[config.mk]
export PLATFORM = sky130hd
export DESIGN_NAME = text_video
export DESIGN_NICKNAME = d
export VERILOG_FILES = /design/src/rtl/video_pkg.sv /design/src/rtl/video_timing.sv /design/src/rtl/text_video.sv
export SDC_FILE = /design/constraint.sdc
export NUM_CORES = 1
export LEC_CHECK = 0
export ABC_AREA = 1
export CAP_MARGIN = 20
export CELL_PAD_IN_SITES_DETAIL_PLACEMENT = 0
export CELL_PAD_IN_SITES_GLOBAL_PLACEMENT = 1
export CORE_MARGIN = 4
export CORE_UTILIZATION = 40
export DETAILED_ROUTE_END_ITERATION = 7
export GPL_TIMING_DRIVEN = 1
export PLACE_DENSITY = 0.78
export SYNTH_ARGS = -nofsm -noshare
export SYNTH_HDL_FRONTEND = slang
export SYNTH_SLANG_ARGS = --single-unit
[constraint.sdc]
create_clock -name i_clk -period 4.66 [get_ports i_clk]
set_clock_uncertainty 0.15 [all_clocks]
set_input_delay 0.466 -clock i_clk [delete_from_list [all_inputs] [get_ports i_clk]]
set_output_delay 0.466 -clock i_clk [all_outputs]
set_load 0.03 [all_outputs]
[src/rtl/video_pkg.sv]
`default_nettype none
// ============================================================================
// Module   : video_pkg
// Desc     : Shared 640x480@60 timing constants, text geometry and sync bundle.
// Revision : 1.0 - initial release
// ============================================================================
package video_pkg;

    localparam int c_ADDR_WIDTH = 16;
    localparam logic [15:0] c_SCREEN_BASE = 16'hF000;
    localparam logic [15:0] c_FONT_BASE   = 16'hE000;

    localparam int c_H_VISIBLE = 640;
    localparam int c_H_FRONT   = 16;
    localparam int c_H_SYNC    = 96;
    localparam int c_H_BACK    = 48;
    localparam int c_V_VISIBLE = 480;
    localparam int c_V_FRONT   = 10;
    localparam int c_V_SYNC    = 2;
    localparam int c_V_BACK    = 33;

    localparam int c_H_TOTAL      = c_H_VISIBLE + c_H_FRONT + c_H_SYNC + c_H_BACK;
    localparam int c_V_TOTAL      = c_V_VISIBLE + c_V_FRONT + c_V_SYNC + c_V_BACK;
    localparam int c_H_SYNC_START = c_H_VISIBLE + c_H_FRONT;
    localparam int c_H_SYNC_END   = c_H_SYNC_START + c_H_SYNC - 1;
    localparam int c_V_SYNC_START = c_V_VISIBLE + c_V_FRONT;
    localparam int c_V_SYNC_END   = c_V_SYNC_START + c_V_SYNC - 1;

    localparam int c_COLS    = 80;
    localparam int c_ROWS    = 30;
    localparam int c_GLYPH_H = 16;

    // Fetch/load takes three dot clocks, so syncs are delayed the same amount.
    localparam int c_PIPE_DEPTH = 3;

    typedef struct packed {
        logic blank;
        logic hsync;
        logic vsync;
    } sync_t;

endpackage
`default_nettype wire

[src/rtl/video_timing.sv]
`default_nettype none
// ============================================================================
// Module   : video_timing
// Desc     : Dot/line counters with raw visible, sync, frame and cell position.
// Revision : 1.0 - initial release
// ============================================================================
module video_timing
    import video_pkg::*;
#(
    parameter int H_VISIBLE = c_H_VISIBLE,
    parameter int H_FRONT   = c_H_FRONT,
    parameter int H_SYNC    = c_H_SYNC,
    parameter int H_BACK    = c_H_BACK,
    parameter int V_VISIBLE = c_V_VISIBLE,
    parameter int V_FRONT   = c_V_FRONT,
    parameter int V_SYNC    = c_V_SYNC,
    parameter int V_BACK    = c_V_BACK
) (
    input  logic       i_clk,
    input  logic       i_reset_n,
    output logic [6:0] o_col,
    output logic [2:0] o_phase,
    output logic [5:0] o_row,
    output logic [3:0] o_line,
    output logic       o_visible,
    output logic       o_hsync,
    output logic       o_vsync,
    output logic       o_frame
);

    localparam int c_H_TOT  = H_VISIBLE + H_FRONT + H_SYNC + H_BACK;
    localparam int c_V_TOT  = V_VISIBLE + V_FRONT + V_SYNC + V_BACK;
    localparam int c_HS_BEG = H_VISIBLE + H_FRONT;
    localparam int c_HS_END = c_HS_BEG + H_SYNC - 1;
    localparam int c_VS_BEG = V_VISIBLE + V_FRONT;
    localparam int c_VS_END = c_VS_BEG + V_SYNC - 1;

    logic [9:0] r_h;
    logic [9:0] r_v;

    always_ff @(posedge i_clk) begin
        if (!i_reset_n) begin
            r_h <= '0;
            r_v <= '0;
        end else if (r_h == 10'(c_H_TOT - 1)) begin
            r_h <= '0;
            r_v <= (r_v == 10'(c_V_TOT - 1)) ? '0 : r_v + 10'd1;
        end else begin
            r_h <= r_h + 10'd1;
        end
    end

    assign o_col     = r_h[9:3];
    assign o_phase   = r_h[2:0];
    assign o_row     = r_v[9:4];
    assign o_line    = r_v[3:0];
    assign o_visible = (r_h < 10'(H_VISIBLE)) && (r_v < 10'(V_VISIBLE));
    assign o_hsync   = !((r_h >= 10'(c_HS_BEG)) && (r_h <= 10'(c_HS_END)));
    assign o_vsync   = !((r_v >= 10'(c_VS_BEG)) && (r_v <= 10'(c_VS_END)));
    assign o_frame   = (r_h == '0) && (r_v == 10'(V_VISIBLE));

endmodule
`default_nettype wire

[src/rtl/text_video.sv]
`default_nettype none
// ============================================================================
// Module   : text_video
// Desc     : 80x30 text-mode scanner producing 640x480 monochrome VGA pixels.
// Config   : TEXT_VIDEO_INVERSE_EN - code bit 7 selects inverse video.
// Revision : 1.0 - initial release
// ============================================================================
module text_video
    import video_pkg::*;
#(
    parameter int                    ADDR_WIDTH  = c_ADDR_WIDTH,
    parameter logic [ADDR_WIDTH-1:0] SCREEN_BASE = ADDR_WIDTH'(c_SCREEN_BASE),
    parameter logic [ADDR_WIDTH-1:0] FONT_BASE   = ADDR_WIDTH'(c_FONT_BASE),
    parameter int                    H_VISIBLE   = c_H_VISIBLE,
    parameter int                    H_FRONT     = c_H_FRONT,
    parameter int                    H_SYNC      = c_H_SYNC,
    parameter int                    H_BACK      = c_H_BACK,
    parameter int                    V_VISIBLE   = c_V_VISIBLE,
    parameter int                    V_FRONT     = c_V_FRONT,
    parameter int                    V_SYNC      = c_V_SYNC,
    parameter int                    V_BACK      = c_V_BACK
) (
    input  logic                  i_clk,
    input  logic                  i_reset_n,
    output logic [ADDR_WIDTH-1:0] o_addr,
    output logic                  o_cs,
    input  logic [7:0]            i_dat,
    output logic                  o_pixel,
    output logic                  o_blank,
    output logic                  o_hsync,
    output logic                  o_vsync,
    output logic                  o_frame
);

    logic [6:0] w_col;
    logic [2:0] w_phase;
    logic [5:0] w_row;
    logic [3:0] w_line;
    logic       w_visible;
    logic       w_hsync;
    logic       w_vsync;
    logic       w_frame;

    video_timing #(
        .H_VISIBLE (H_VISIBLE),
        .H_FRONT   (H_FRONT),
        .H_SYNC    (H_SYNC),
        .H_BACK    (H_BACK),
        .V_VISIBLE (V_VISIBLE),
        .V_FRONT   (V_FRONT),
        .V_SYNC    (V_SYNC),
        .V_BACK    (V_BACK)
    ) u_timing (
        .i_clk     (i_clk),
        .i_reset_n (i_reset_n),
        .o_col     (w_col),
        .o_phase   (w_phase),
        .o_row     (w_row),
        .o_line    (w_line),
        .o_visible (w_visible),
        .o_hsync   (w_hsync),
        .o_vsync   (w_vsync),
        .o_frame   (w_frame)
    );

    // Strobes are gated by reset so the bus stays idle while counters sit at 0.
    logic w_fetch_code;
    logic w_fetch_glyph;
    logic w_load;

    assign w_fetch_code  = i_reset_n && w_visible && (w_phase == 3'd0);
    assign w_fetch_glyph = i_reset_n && w_visible && (w_phase == 3'd1);
    assign w_load        = w_visible && (w_phase == 3'd2);

    logic [ADDR_WIDTH-1:0] w_row_ext;
    logic [ADDR_WIDTH-1:0] w_screen_addr;
    logic [ADDR_WIDTH-1:0] w_font_addr;
    logic [11:0]           w_glyph_idx;
    logic [7:0]            w_glyph;

    assign w_row_ext     = ADDR_WIDTH'(w_row);
    assign w_screen_addr = SCREEN_BASE + (w_row_ext << 6) + (w_row_ext << 4)
                         + ADDR_WIDTH'(w_col);

`ifdef TEXT_VIDEO_INVERSE_EN
    logic r_inverse;

    always_ff @(posedge i_clk) begin
        if (!i_reset_n) begin
            r_inverse <= 1'b0;
        end else if (w_fetch_glyph) begin
            r_inverse <= i_dat[7];
        end
    end

    assign w_glyph_idx = {1'b0, i_dat[6:0], w_line};
    assign w_glyph     = i_dat ^ {8{r_inverse}};
`else
    assign w_glyph_idx = {i_dat, w_line};
    assign w_glyph     = i_dat;
`endif

    assign w_font_addr = FONT_BASE + ADDR_WIDTH'(w_glyph_idx);

    always_comb begin
        o_addr = '0;
        if (w_fetch_code) begin
            o_addr = w_screen_addr;
        end else if (w_fetch_glyph) begin
            o_addr = w_font_addr;
        end
    end

    assign o_cs = w_fetch_code | w_fetch_glyph;

    logic [7:0] r_shift;

    always_ff @(posedge i_clk) begin
        if (!i_reset_n) begin
            r_shift <= '0;
        end else if (w_load) begin
            r_shift <= w_glyph;
        end else begin
            r_shift <= {r_shift[6:0], 1'b0};
        end
    end

    sync_t                    w_sync_raw;
    sync_t [c_PIPE_DEPTH-1:0] r_sync_pipe;

    assign w_sync_raw = '{blank: !w_visible, hsync: w_hsync, vsync: w_vsync};

    always_ff @(posedge i_clk) begin
        if (!i_reset_n) begin
            r_sync_pipe <= '1;
        end else begin
            r_sync_pipe <= {r_sync_pipe[c_PIPE_DEPTH-2:0], w_sync_raw};
        end
    end

    assign o_blank = r_sync_pipe[c_PIPE_DEPTH-1].blank;
    assign o_hsync = r_sync_pipe[c_PIPE_DEPTH-1].hsync;
    assign o_vsync = r_sync_pipe[c_PIPE_DEPTH-1].vsync;
    assign o_pixel = r_shift[7] & ~o_blank;
    assign o_frame = w_frame;

endmodule
`default_nettype wire

=== Word level (Yosys, flattened, before mapping) ===
Cells that the tools add are included.

* $add $sub $neg: 6
* Magnitude comparators: 6
* Equal/unequal tests: 5
* Multiplexer cells: 4
* Bitwise operators: 4
* Reductions and logical operators: 15

{| class="wikitable"
|+ Operator list
! cell !! number
|-
| $mux 16 || 2
|-
| $add 10x1->10 const B || 2
|-
| $eq 10x10->1 const B || 2
|-
| $add 15x8->16 || 1
|-
| $add 14x11->15 || 1
|-
| $add 14x13->15 const A || 1
|-
| $add 13x13->14 const A || 1
|-
| $eq 10x9->1 const B || 1
|-
| $ge 10x10->1 const B || 1
|-
| $ge 10x9->1 const B || 1
|-
| $le 10x10->1 const B || 1
|-
| $le 10x9->1 const B || 1
|-
| $logic_not 10->1 || 1
|-
| $lt 10x10->1 const B || 1
|-
| $lt 10x9->1 const B || 1
|-
| $mux 10 || 1
|-
| $logic_and 1x1->1 || 8
|-
| $mux 8 || 1
|-
| $eq 3x1->1 const B || 1
|-
| $eq 3x2->1 const B || 1
|-
| $logic_not 1->1 || 3
|-
| $logic_not 3->1 || 1
|-
| $not 1->1 || 2
|-
| $reduce_and 2->1 || 1
|-
| other kinds (3) || 3
|}

* Register bits: 37
* Bits of input ports: 10
* Output and inout bits: 22
* Logic and storage cells: 53

=== Depth between registers and ports, before layout ===
* Depth in word-level cells: 6
* Mapped depth: 11
* Mapped depth without buffers: 11

=== Cells and area by module ===
Synthesis repeated with hierarchy kept, for this count alone.

* Cell total of the unflattened synthesis: 363
* Area total of the unflattened synthesis: 2434.8 µm²

{| class="wikitable"
|+ By module, submodules not included
! module !! times used !! cells each !! area an instance (µm²) !! sequential area each (µm²)
|-
| video_timing || 1 || 191 || 1266.2 || 400.4
|-
| text_video || 1 || 172 || 1168.6 || 340.3
|}

=== Worst setup path before layout ===
OpenSTA, ideal clock, no wires.

* Kind: register to output
* Start: reg u_timing.r_v[4]
* End: out o_addr[9]
* Data arrival time: 2.110 ns
* Data required time: 4.044 ns
* Slack: 1.934 ns
* Cell stages (with the launch flop): 10
* Buffers on the path: 0
* Path through: dfxtp_1 inv_1 fa_1 fa_1 inv_1 nand3_1 nand2_1 xor2_1 nand2_1 nand2_1

* Word-level cells in the longest chain between the ends: 6
* Elaborated cells on any way between the ends: 10
* Those cells by class: 3 x add/sub; 1 x order compare; 2 x mux; 4 x reduce/logical

{| class="wikitable"
|+ Ends and longest elaborated chain
! element !! RTL line !! source
|-
| from (decl) || video_timing.sv:39 || <nowiki>logic [9:0] r_v;</nowiki>
|-
| from (signal assigned) || video_timing.sv:47 || <nowiki>r_v <= (r_v == 10'(c_V_TOT - 1)) ? '0 : r_v + 10'd1;</nowiki>
|-
| branches (longest 5 deep; another with $add 15x8->16) || -- ||
|-
| $mux 16 (*) || text_video.sv:107 || <nowiki>if (w_fetch_code) begin</nowiki>
|-
| to (decl) || text_video.sv:25 || <nowiki>output logic [ADDR_WIDTH-1:0] o_addr,</nowiki>
|}

Every way passes the cells marked *.

=== Worst setup path after layout ===
Same ends and word-level chain as after synthesis.

==> flow_metrics.tcl <==
set metrics [dict create \
    pin_count_of_the_biggest_net_entering_global_routing 20 \
    rsz0062_at_grt "no" \
    dpl.hpwl_mm 4.49 \
    power_report.internal_total_mw 0.570 \
    routability_congestion_estimate 0.818 \
    grt.overflow.total 0 \
    vias 2133 \
    clock_insertion_delay_worst_skew_ps 290 \
    post_cts_resize_count 0 \
    h-tree-depth 2 \
    die-area_um2 7010 \
    io_pins 32 \
    number_of_antenna_violations_at_the_first_check_in_global_routing 0 \
    setup_violations 0 \
    cts_tree "done" \
    seq_total_area_yosys_pct 32.3 \
    finalCriticalPeriod_ps 3740 \
    placeableCoreArea_um2 5540 \
    netlist.top_cell.by_area "sky130_fd_sc_hd__dfxtp_1" \
    fin_area_um2 2780 \
    die_h_um 83.7 \
    combinationalPowerShare_pct 11.4 \
    start_util_pct 41.4 \
    clock_tree.root_cell "sky130_fd_sc_hd__clkbuf_8" \
    placed_cell_area_um2 2650 \
    cts-hold-fix-buffers 0 \
    holdCritPathClass "reg2reg" \
    synth_area_leaders "sky130_fd_sc_hd__dfxtp_1 (32%), sky130_fd_sc_hd__nand2_1 (15%), sky130_fd_sc_hd__ha_1 (9.8%), sky130_fd_sc_hd__inv_1 (7.4%), sky130_fd_sc_hd__nand3_1 (7.2%)" \
    finalMaxSlewViolations 0 \
    synth_top_family_by_area "simple AND/OR/NAND/NOR gates" \
    area.sequential_um2 741 \
    cts_max_path_buffers 2 \
    drcViolationCount 0 \
    antennaDiodeCount 0 \
    gr-usage-all-layers_pct 16.8 \
    synthesis.instances 333 \
    nets_in_the_synthesized_netlist 363 \
    power_frac_seq_pct 43.3 \
    clock_sink_count 37 \
    routed.top_layer "met4" \
    synth-seq-cells 37 \
    post_synthesis_instance_area_um2 2290 \
    synth.lib_cells_used.distinct 30 \
    required_ps 4040 \
    post-route-period-util_pct 80.4 \
    wl_met2_mm 2.74 \
    synth_compound_gate_area_share_pct 6.60 \
    relSlewSlack_pct 61.9 \
    syn_area_per_cell_um2 6.88 \
    m1WireLength_mm 2.80 \
    post_synth_xor_xnor_area_pct 1.15 \
    detail_route.wl_per_cell_um 13.3 \
    synth-simple-area-share_pct 38.6 \
    drt_pass1_iterations 4 \
    worstPathArrival_ps 3130 \
    port-buffer-count 31 \
    routed-wl-met3_um 239 \
    setup-tns-final_ps 0 \
    outcome "completed" \
    synthAdderAreaFrac_pct 11.6 \
    muxShareOfSynthArea_pct 0 \
    final_layout_size_suffix_gt1_share_pct 6.85 \
    synth_top_area_share_pct 32.3 \
    drt_wl_total_mm 5.82 \
    max-cap-violations 0 \
    cts.clk_slew.worst_paths_ps 90 \
    final_hold_viol_count 0 \
    rows 27 \
    vdd.ir_drop.worst_v 0.000202 \
    fmax_ghz 0.267 \
    multi_input_comb_area_um2 1330 \
    synth_warnings 0 \
    vias_in_the_first_global_route 1951 \
    post-cts-setup-buffer-count 0 \
    netSwitchingFraction_pct 24.5 \
    hold-worst-slack_ps 268 \
    power_switching_mw 0.185 \
    startpoint_to_endpoint_class_of_the_critical_path "reg2out" \
    detail_route.iter0.violations 115 \
    grt_pass1_wl_mm 9.65 \
    critical_path.startpoint_type "flop" \
    synthToLayoutAreaGrowth_pct 21.4 \
    worst-slew-pin-transition_ps 571 \
    power_share_of_the_clock_group_pct 45.3 \
    finalPower_mw 0.754 \
    num-fill-cells 599 \
    power_density_nw_per_um2 271 \
    cts-buffers-inserted 5 \
    post_drt_via_cell_ratio 4.88 \
    chipWidth_um 83.7 \
    critical_path_peak_fanout 8 \
    timing.critical_path.to_type "output port" \
    finalNetCount 394 \
    route.antenna.remaining_nets 0 \
    total_leakage_power_nw 1.28 \
]
-- placed cells by master, fill, tap and decap left out, types with 2 or more instances in the layout --
master                            count
sky130_fd_sc_hd__nor2_1              29
sky130_fd_sc_hd__bufinv_16            2
sky130_fd_sc_hd__a21oi_1             22
sky130_fd_sc_hd__o21ai_0              4
sky130_fd_sc_hd__xor2_1               3
sky130_fd_sc_hd__nand3_1             33
sky130_fd_sc_hd__inv_1               45
sky130_fd_sc_hd__fa_1                 2
sky130_fd_sc_hd__dfxtp_1             37
sky130_fd_sc_hd__nor2_4               2
sky130_fd_sc_hd__nand2_1             90
sky130_fd_sc_hd__ha_1                18
sky130_fd_sc_hd__clkdlybuf4s50_1     31
sky130_fd_sc_hd__clkbuf_8             5
sky130_fd_sc_hd__o22ai_1              2
sky130_fd_sc_hd__nand4_1             16
sky130_fd_sc_hd__or2_2                9
sky130_fd_sc_hd__nor3_1               3
sky130_fd_sc_hd__nor4_1               2
-- power groups by stage --
stage | logic (mW) | registers [mW] | clock network, mW
6_report | 0.0863 | 0.326 | 0.342
2_1_floorplan | 0.0547 | 0.334 | 0
5_1_grt | 0.0942 | 0.327 | 0.361
3_3_place_gp | 0.0865 | 0.334 | 0
3_5_place_dp | 0.0870 | 0.334 | 0
4_1_cts | 0.0872 | 0.326 | 0.348
-- kinds of logic (layout without fill, tap and decap cells) --
family | after synthesis | in the layout
xor+xnor | 3 | 3
buf+inv | 54 | 86
compound gates | 29 | 29
flops | 37 | 37
fa+ha+maj | 20 | 20
simple gates | 190 | 190
-- layer usage --
metal / global-route usage, % / vias to the layer above
met2: 28.5 / 42
met5: 0 / -
met3: 2.47 / 4
met1: 22.5 / 950
met4: 3.51 / 0
li1: - / 1137
-- cell usage after synthesis --
cell and count:
sky130_fd_sc_hd__nand2_1 90, sky130_fd_sc_hd__inv_1 45, sky130_fd_sc_hd__dfxtp_1 37, sky130_fd_sc_hd__nand3_1 33
sky130_fd_sc_hd__nor2_1 29, sky130_fd_sc_hd__a21oi_1 22, sky130_fd_sc_hd__ha_1 18, sky130_fd_sc_hd__nand4_1 16
sky130_fd_sc_hd__or2_2 9, sky130_fd_sc_hd__o21ai_0 4, sky130_fd_sc_hd__nor3_1 3, sky130_fd_sc_hd__xor2_1 3
sky130_fd_sc_hd__buf_2 2, sky130_fd_sc_hd__buf_6 2, sky130_fd_sc_hd__fa_1 2, sky130_fd_sc_hd__nor2_4 2
sky130_fd_sc_hd__nor4_1 2, sky130_fd_sc_hd__o22ai_1 2, sky130_fd_sc_hd__and2_1 1, sky130_fd_sc_hd__buf_1 1
sky130_fd_sc_hd__buf_4 1, sky130_fd_sc_hd__clkbuf_1 1, sky130_fd_sc_hd__clkinv_1 1, sky130_fd_sc_hd__inv_2 1
sky130_fd_sc_hd__nand2_2 1, sky130_fd_sc_hd__nand3_2 1, sky130_fd_sc_hd__nand3_4 1, sky130_fd_sc_hd__nor2_2 1
sky130_fd_sc_hd__nor2_8 1, sky130_fd_sc_hd__o2111ai_1 1
-- through the flow --
| stage | util, % | setup slack (ps) | cells |
|---|---|---|---|
| 6_report | 50.2 | 916 | 437 |
| 5_1_grt | 50.2 | 698 | 437 |
| 4_1_cts | 50.2 | 911 | 437 |
| 3_5_place_dp | 47.7 | 1240 | 429 |
| 3_3_place_gp | 47.7 | 1310 | 429 |
| 2_1_floorplan | - | 1930 | 333 |
-- final timing paths --
kind / from / endpoint / slack [ps] / depth (start not counted)
max: u_timing.r_v[4] / o_addr[9] / 920 / 10
min: r_sync_pipe[1] / r_sync_pipe[4] / 270 / 1
min reg2reg: r_sync_pipe[1] / r_sync_pipe[4] / 270 / 1
max reg2reg: u_timing.r_h[0] / u_timing.r_v[9] / 2520 / 8
-- critical path: stages, from the launching register on --
cell                              delay [ps]
sky130_fd_sc_hd__dfxtp_1                 480
sky130_fd_sc_hd__inv_1                   160
sky130_fd_sc_hd__fa_1                    550
sky130_fd_sc_hd__fa_1                    440
sky130_fd_sc_hd__inv_1                    90
sky130_fd_sc_hd__nand3_1                  60
sky130_fd_sc_hd__nand2_1                 100
sky130_fd_sc_hd__xor2_1                  160
sky130_fd_sc_hd__nand2_1                  60
sky130_fd_sc_hd__nand2_1                  70
sky130_fd_sc_hd__clkdlybuf4s50_1         660
-- state kept, by name, summed over array words and instances, names as in the netlist --
signal / flops
o_vsync: 1
r_shift: 8
u_timing.r_v: 10
u_timing.r_h: 10
o_hsync: 1
o_blank: 1
r_sync_pipe: 6
-- area by class of cell --
class	instances	area share (%)
Timing Repair Buffer	31	11.2
Sequential cell	37	26.6
Clock inverter	3	2.47
Inverter	47	6.34
Tap cell	72	3.24
Clock buffer	5	2.47
Multi-Input combinational cell	242	47.7
Power figures use the tool's default switching activity.
